===== src/rtl/autoscale_shifter.sv =====
// Normalizes a signed (x, y) pair so its leading one sits just below the sign bit, via a pipelined log-depth barrel shifter.
// Latency SHIFT_WIDTH+2 cycles; streaming only, no backpressure (dout_valid mirrors din_valid delayed).
module autoscale_shifter #(
  parameter int DIN_WIDTH   = 32,
  parameter int DOUT_WIDTH  = 16,
  parameter int SHIFT_WIDTH = $clog2(DIN_WIDTH)
) (
  input  logic                   clk,
  input  logic                   rst,
  input  logic [DIN_WIDTH-1:0]   din_x,
  input  logic [DIN_WIDTH-1:0]   din_y,
  input  logic [SHIFT_WIDTH-1:0] msb_index,
  input  logic                   din_valid,
  output logic [DOUT_WIDTH-1:0]  dout_x,
  output logic [DOUT_WIDTH-1:0]  dout_y,
  output logic [SHIFT_WIDTH-1:0] dout_shift,
  output logic                   dout_zero,
  output logic                   dout_valid
);

  localparam logic [SHIFT_WIDTH-1:0] MAX_IDX = SHIFT_WIDTH'(DIN_WIDTH - 2);

  // Per-stage views: index 0 is the input register, index k the output of barrel stage k.
  logic [DIN_WIDTH-1:0]   xs [SHIFT_WIDTH+1];
  logic [DIN_WIDTH-1:0]   ys [SHIFT_WIDTH+1];
  logic [SHIFT_WIDTH-1:0] ss [SHIFT_WIDTH+1];
  logic                   zs [SHIFT_WIDTH+1];
  logic                   vs [SHIFT_WIDTH+1];

  logic                   zero_in;
  logic [SHIFT_WIDTH-1:0] s_in;

  // Zero is taken from the data: the finder reports index 0 for both zero and bit-0 inputs.
  always_comb begin
    zero_in = (din_x == '0) && (din_y == '0);
    s_in    = '0;
    if (!zero_in && (msb_index <= MAX_IDX))
      s_in = MAX_IDX - msb_index;
  end

  logic [DIN_WIDTH-1:0]   x0_q, y0_q;
  logic [SHIFT_WIDTH-1:0] s0_q;
  logic                   z0_q, v0_q;

  always_ff @(posedge clk) begin
    if (rst) begin
      x0_q <= '0;
      y0_q <= '0;
      s0_q <= '0;
      z0_q <= 1'b0;
      v0_q <= 1'b0;
    end else begin
      x0_q <= din_x;
      y0_q <= din_y;
      s0_q <= s_in;
      z0_q <= zero_in;
      v0_q <= din_valid;
    end
  end

  assign xs[0] = x0_q;
  assign ys[0] = y0_q;
  assign ss[0] = s0_q;
  assign zs[0] = z0_q;
  assign vs[0] = v0_q;

  for (genvar k = 1; k <= SHIFT_WIDTH; k++) begin : g_barrel
    logic [DIN_WIDTH-1:0]   x_q, y_q;
    logic [SHIFT_WIDTH-1:0] s_q;
    logic                   z_q, v_q;

    always_ff @(posedge clk) begin
      if (rst) begin
        x_q <= '0;
        y_q <= '0;
        s_q <= '0;
        z_q <= 1'b0;
        v_q <= 1'b0;
      end else begin
        x_q <= ss[k-1][k-1] ? (xs[k-1] << (2 ** (k - 1))) : xs[k-1];
        y_q <= ss[k-1][k-1] ? (ys[k-1] << (2 ** (k - 1))) : ys[k-1];
        s_q <= ss[k-1];
        z_q <= zs[k-1];
        v_q <= vs[k-1];
      end
    end

    assign xs[k] = x_q;
    assign ys[k] = y_q;
    assign ss[k] = s_q;
    assign zs[k] = z_q;
    assign vs[k] = v_q;
  end

  // Keep the top DOUT_WIDTH bits; dropping the rest rounds toward negative infinity.
  always_ff @(posedge clk) begin
    if (rst) begin
      dout_x     <= '0;
      dout_y     <= '0;
      dout_shift <= '0;
      dout_zero  <= 1'b0;
      dout_valid <= 1'b0;
    end else begin
      dout_x     <= xs[SHIFT_WIDTH][DIN_WIDTH-1 -: DOUT_WIDTH];
      dout_y     <= ys[SHIFT_WIDTH][DIN_WIDTH-1 -: DOUT_WIDTH];
      dout_shift <= ss[SHIFT_WIDTH];
      dout_zero  <= zs[SHIFT_WIDTH];
      dout_valid <= vs[SHIFT_WIDTH];
    end
  end

  if (DOUT_WIDTH < DIN_WIDTH) begin : g_trunc
    logic unused_lsbs;
    assign unused_lsbs = ^{xs[SHIFT_WIDTH][DIN_WIDTH-DOUT_WIDTH-1:0],
                           ys[SHIFT_WIDTH][DIN_WIDTH-DOUT_WIDTH-1:0]};
  end

endmodule

===== config.mk =====
export PLATFORM = sky130hd
export DESIGN_NAME = autoscale_shifter
export DESIGN_NICKNAME = d
export VERILOG_FILES = /design/src/rtl/autoscale_shifter.sv
export SDC_FILE = /design/constraint.sdc
export NUM_CORES = 1
export LEC_CHECK = 0
export CAP_MARGIN = 10
export CORE_ASPECT_RATIO = 0.5
export CORE_MARGIN = 1
export CORE_UTILIZATION = 27
export CTS_CLUSTER_DIAMETER = 120
export DETAILED_ROUTE_END_ITERATION = 10
export GPL_TIMING_DRIVEN = 0
export PLACE_DENSITY = 0.54
export SLEW_MARGIN = 20
export SYNTH_ARGS = -nofsm -noshare
export SYNTH_HDL_FRONTEND = slang
export SYNTH_SLANG_ARGS = --single-unit
export TNS_END_PERCENT = 100

===== constraint.sdc =====
create_clock -name clk -period 2.3 [get_ports clk]
set_clock_uncertainty 0.05 [all_clocks]
set_input_delay 0.69 -clock clk [delete_from_list [all_inputs] [get_ports clk]]
set_output_delay 0.69 -clock clk [all_outputs]
set_load 0.05 [all_outputs]

-- Word-level counts from Yosys, hierarchy flattened
Cells that the tools add are included.
- add/subtract/negate cells: 1
- order comparisons: 1
- mux-type cells: 10
- bitwise gates (word level): 1
- reductions and logical operators: 10
- operators with widths (kind ; number):
    2-to-1 mux 32 bit ; 10
    zero test 32 bit ; 2
    OR reduction 2 bit ; 5
    <= comparator 5 bit (second input constant) ; 1
    subtractor 5 bit (first input constant) ; 1
    logical AND 1 bit ; 2
    zero test 1 bit ; 1
    NOT 1 bit ; 1
- register bits: 433
- logic and storage cells: 66

-- Depth between registers and ports, before layout
Gate-level depths: netlist (run 1).
- depth in word-level cells: 6
- mapped depth: 6

-- Worst setup path before layout (run 1)
OpenSTA, ideal clock, no wires.
- path kind: input -> register
- start point: input din_x[4]
- end point: register z0_q
- library setup time: 0.060 ns
- arrival time: 1.642 ns
- required time: 2.190 ns
- path slack: 0.549 ns
- stages on the path: 4
- path buffers: 0
- cell sequence: nor4_1 -> nand4_1 -> nor4_4 -> and2_1
- cells in the longest elaborated chain, start to end: 2
- ends and longest elaborated chain (item ; RTL line ; RTL):
    start: declaration ; 10 ; input logic [DIN_WIDTH-1:0] din_x,
    zero test 32 bit ; 35 ; zero_in = (din_x == '0) && (din_y == '0);
    logical AND 1 bit ; 35 ;
    end signal: assignment ; 56 ; z0_q <= zero_in;
    end: declaration ; 43 ; logic z0_q, v0_q;
Every way passes these cells.
A chain may end at the register's enable or synchronous reset.

-- Final worst setup path (run 1)
- start point: register dout_x[7]
- end point: output dout_x[7]
- RTL lines (item ; RTL line ; RTL):
    start: declaration ; 14 ; output logic [DOUT_WIDTH-1:0] dout_x,
    start signal: assignment ; 104 ; dout_x <= xs[SHIFT_WIDTH][DIN_WIDTH-1 -: DOUT_WIDTH];
No word-level cell between the ends.

==> results.toml, run 1 <==
[synthesis]
synth_area_leaders = "dfxtp_1, mux2i_1, nor2_1"
ys_seq_area_frac = 0.623
synth_top_cell_area_share = 0.623
synth-seq-cells = 433
yosysWarnings = 0
synth_area_leader_cell = "dfxtp_1"
synthesis.nets = 1315
syn_avg_cell_area_um2 = 11.2
syn_inst = 1241
ys_types = 24
synth_area_um2 = 13900

[placement]
dp_hpwl_um = 23300
dp.cells = 2040
placed_area_um2 = 15900
dp_slack_ns = -0.435
io_buffers = 109
gp_congestion = 0.777

[die]
row_count = 58
io_pins = 111
die_w_um = 323
die_h_um = 163
core_um2 = 50600
dieArea_um2 = 52500
initial_core_util = 0.275

[global_route]
antenna_found_initial = 1
track_usage = 0.116
gr-total-overflow = 0
grt_pass1_wl_um = 46900
use_met2 = 0.184
top_usage_layer = "met2"
grt_pass1_vias = 8216
grt_max_degree = 15
use_met1 = 0.159
met3_usage = 0.0214

[clock_tree]
clk_pin_slew_ns = 0.06
clkLatencyLatePin_ns = 0.54
cts_hold_buf = 0
htree_num_levels = 2
numClockSinks = 433
cts_buffers = 42
cts-root-buf = "clkbuf_16"
cts_tree = "done"
cts_setup_buffers = 0
cts_max_path_buffers = 3

[finish]
layout_common_cells = "dfxtp_1, nor2_1, mux2i_1"
final_cell_area_um2 = 17200
utilization = 0.340
layout.cells.non_filler = 2116
final_common_cell = "dfxtp_1"
drive_gt1_frac = 0.0702
syn_to_final_growth_pct = 23.6
layout.nets = 1468

[setup_path]
crit_chain = "dlygate4sd2_1"
critPathRequiredTime_ns = 1.56
crit_path_top_delay_cell = "dlygate4sd2_1"
critPathLaunchType = "flip-flop"
worstPathMaxFanout = 1
rrSetupSlack_ns = 0.59
critical_path_class = "flip-flop to output port"
max_stage_delay_ns = 0.54
crit_family = "buffers and inverters"
path_buf_inv = 1
critPathArrivalTime_ns = 1.42
end_kind = "output port"

[route]
dr.first_iter.drc_count = 268
wl_um = 29800
vias = 7958
drc = 0
wl_per_cell_um = 14.1
drtPass1Iterations = 4
ant_nets = 0
vias_per_cell = 3.76

[sta]
rsz0062_at_grt = "false"
setup_slack_ns = 0.141
tightest_slew_ns = 0.960
final_hold_viol_count = 0
final.setup.tns_ns = 0
setup_violations = 0
maxSlewHeadroom = 0.360
max_freq_mhz = 463
slew_violations = 0
period_share = 0.939
finalCriticalPeriod_ns = 2.16
holdWs_ns = 0.373

[power]
leakage_nw = 6.53
powerDensity_nw_per_um2 = 891
ir_worst_vdd_v = 0.000490
power_mw = 15.3

[worst_hold_path]
min_path_type = "flip-flop to flip-flop"

[job]
maxCapViolCount = 0

[status]
status = "finished, final reports clean"
registers in the layout, indices dropped and copies added (netlist names):
register      count
dout_shift        5
dout_valid        1
dout_x           16
dout_y           16
dout_zero         1
g_barrel.s_q     25
g_barrel.v_q      5
g_barrel.x_q    144
g_barrel.y_q    144
g_barrel.z_q      5
s0_q              5
v0_q              1
x0_q             32
y0_q             32
z0_q              1
final timing paths:
check | start | endpoint | cells past startpoint
setup reg to reg | g_barrel[1].s_q[1]$_SDFF_PP0_ | g_barrel[2].y_q[20]$_SDFF_PP0_ | 4
hold / removal | g_barrel[1].s_q[4]$_SDFF_PP0_ | g_barrel[2].s_q[4]$_SDFF_PP0_ | 1
hold reg to reg | g_barrel[1].s_q[4]$_SDFF_PP0_ | g_barrel[2].s_q[4]$_SDFF_PP0_ | 1
setup / recovery | dout_x[7]$_SDFF_PP0_ | dout_x[7] | 1
cells by family (layout without fill, tap and decap cells):
kind of cell,after synthesis,after routing,share of synthesized area
compound gates,1,1,0.000629
xor+xnor,3,3,0.00189
fa+ha+maj,2,2,0.00180
buf+inv,79,263,0.0254
flops,433,433,0.623
mux,258,258,0.186
other cells,0,1,0
simple gates,465,465,0.162
Yosys cell counts:
library cell,instances
dfxtp_1,433
ha_1,2
buf_2,27
buf_1,7
nand2_1,6
buf_12,1
nor4_2,1
nor2b_2,1
nand3_1,2
nor4_1,15
inv_1,1
xnor2_1,1
nor2b_1,138
and2_1,29
clkbuf_1,40
nor3b_1,2
xor2_1,2
nor4_4,1
nand4_1,4
o31a_1,1
inv_2,1
nor2_1,266
buf_4,2
mux2i_1,258
per-layer routing:
| metal | vias up | share of wire |
|---|---|---|
| li1 | 4332 | - |
| met3 | 46 | 0.032 |
| met4 | 0 | 0.020 |
| met1 | 3498 | 0.50 |
| met5 | - | 0 |
| met2 | 82 | 0.45 |
final cells by class:
cell class,count,area [µm²]
fill,5119,33400
sequential,433,8670
multi-input combinational,729,4890
clock buffer,62,1250
timing repair buffer,109,1040
tap,690,863
buffer,77,347
clock inverter,13,126
inverter,2,7.51
antenna,1,2.50
what timing repair did:
| item | CTS | global route |
|---|---|---|
| setup endpoints to repair | 39 | 0 |
| hold endpoints to repair | 0 | 0 |
| gates resized for setup | 39 | 0 |
power by group:
group | internal, mW | switching (mW)
Sequential | 7.73 | 0.112
Combinational | 0.351 | 0.402
Clock | 3.99 | 2.75
Total | 12.1 | 3.26
No activity file was read; power rests on OpenSTA's default activity.
==> run 2, diff against run 1 <==
CORE_MARGIN = not set   (was 1)
clock period = 2.35 ns   (was 2.3 ns; I/O delays follow)
==> results of run 2 <==
The final DEF is identical to that of run 1. Status: finished, final reports clean.
Main changes from that run: setup slack after placement -0.435 ns -> -0.400 ns; setup slack after layout 0.141 ns -> 0.176 ns; register-to-register setup slack 0.59 ns -> 0.64 ns; total power 15.3 mW -> 15.0 mW; worst IR drop on VDD 0.000490 V -> 0.000479 V
==> run 3, diff against run 2 <==
CAP_MARGIN = not set   (was 10)
==> results of run 3 <==
The final DEF is identical to that of run 1. Status: finished, final reports clean.
Main changes from that run: setup slack after placement -0.435 ns -> -0.400 ns; setup slack after layout 0.141 ns -> 0.176 ns; register-to-register setup slack 0.59 ns -> 0.64 ns; total power 15.3 mW -> 15.0 mW; worst IR drop on VDD 0.000490 V -> 0.000479 V
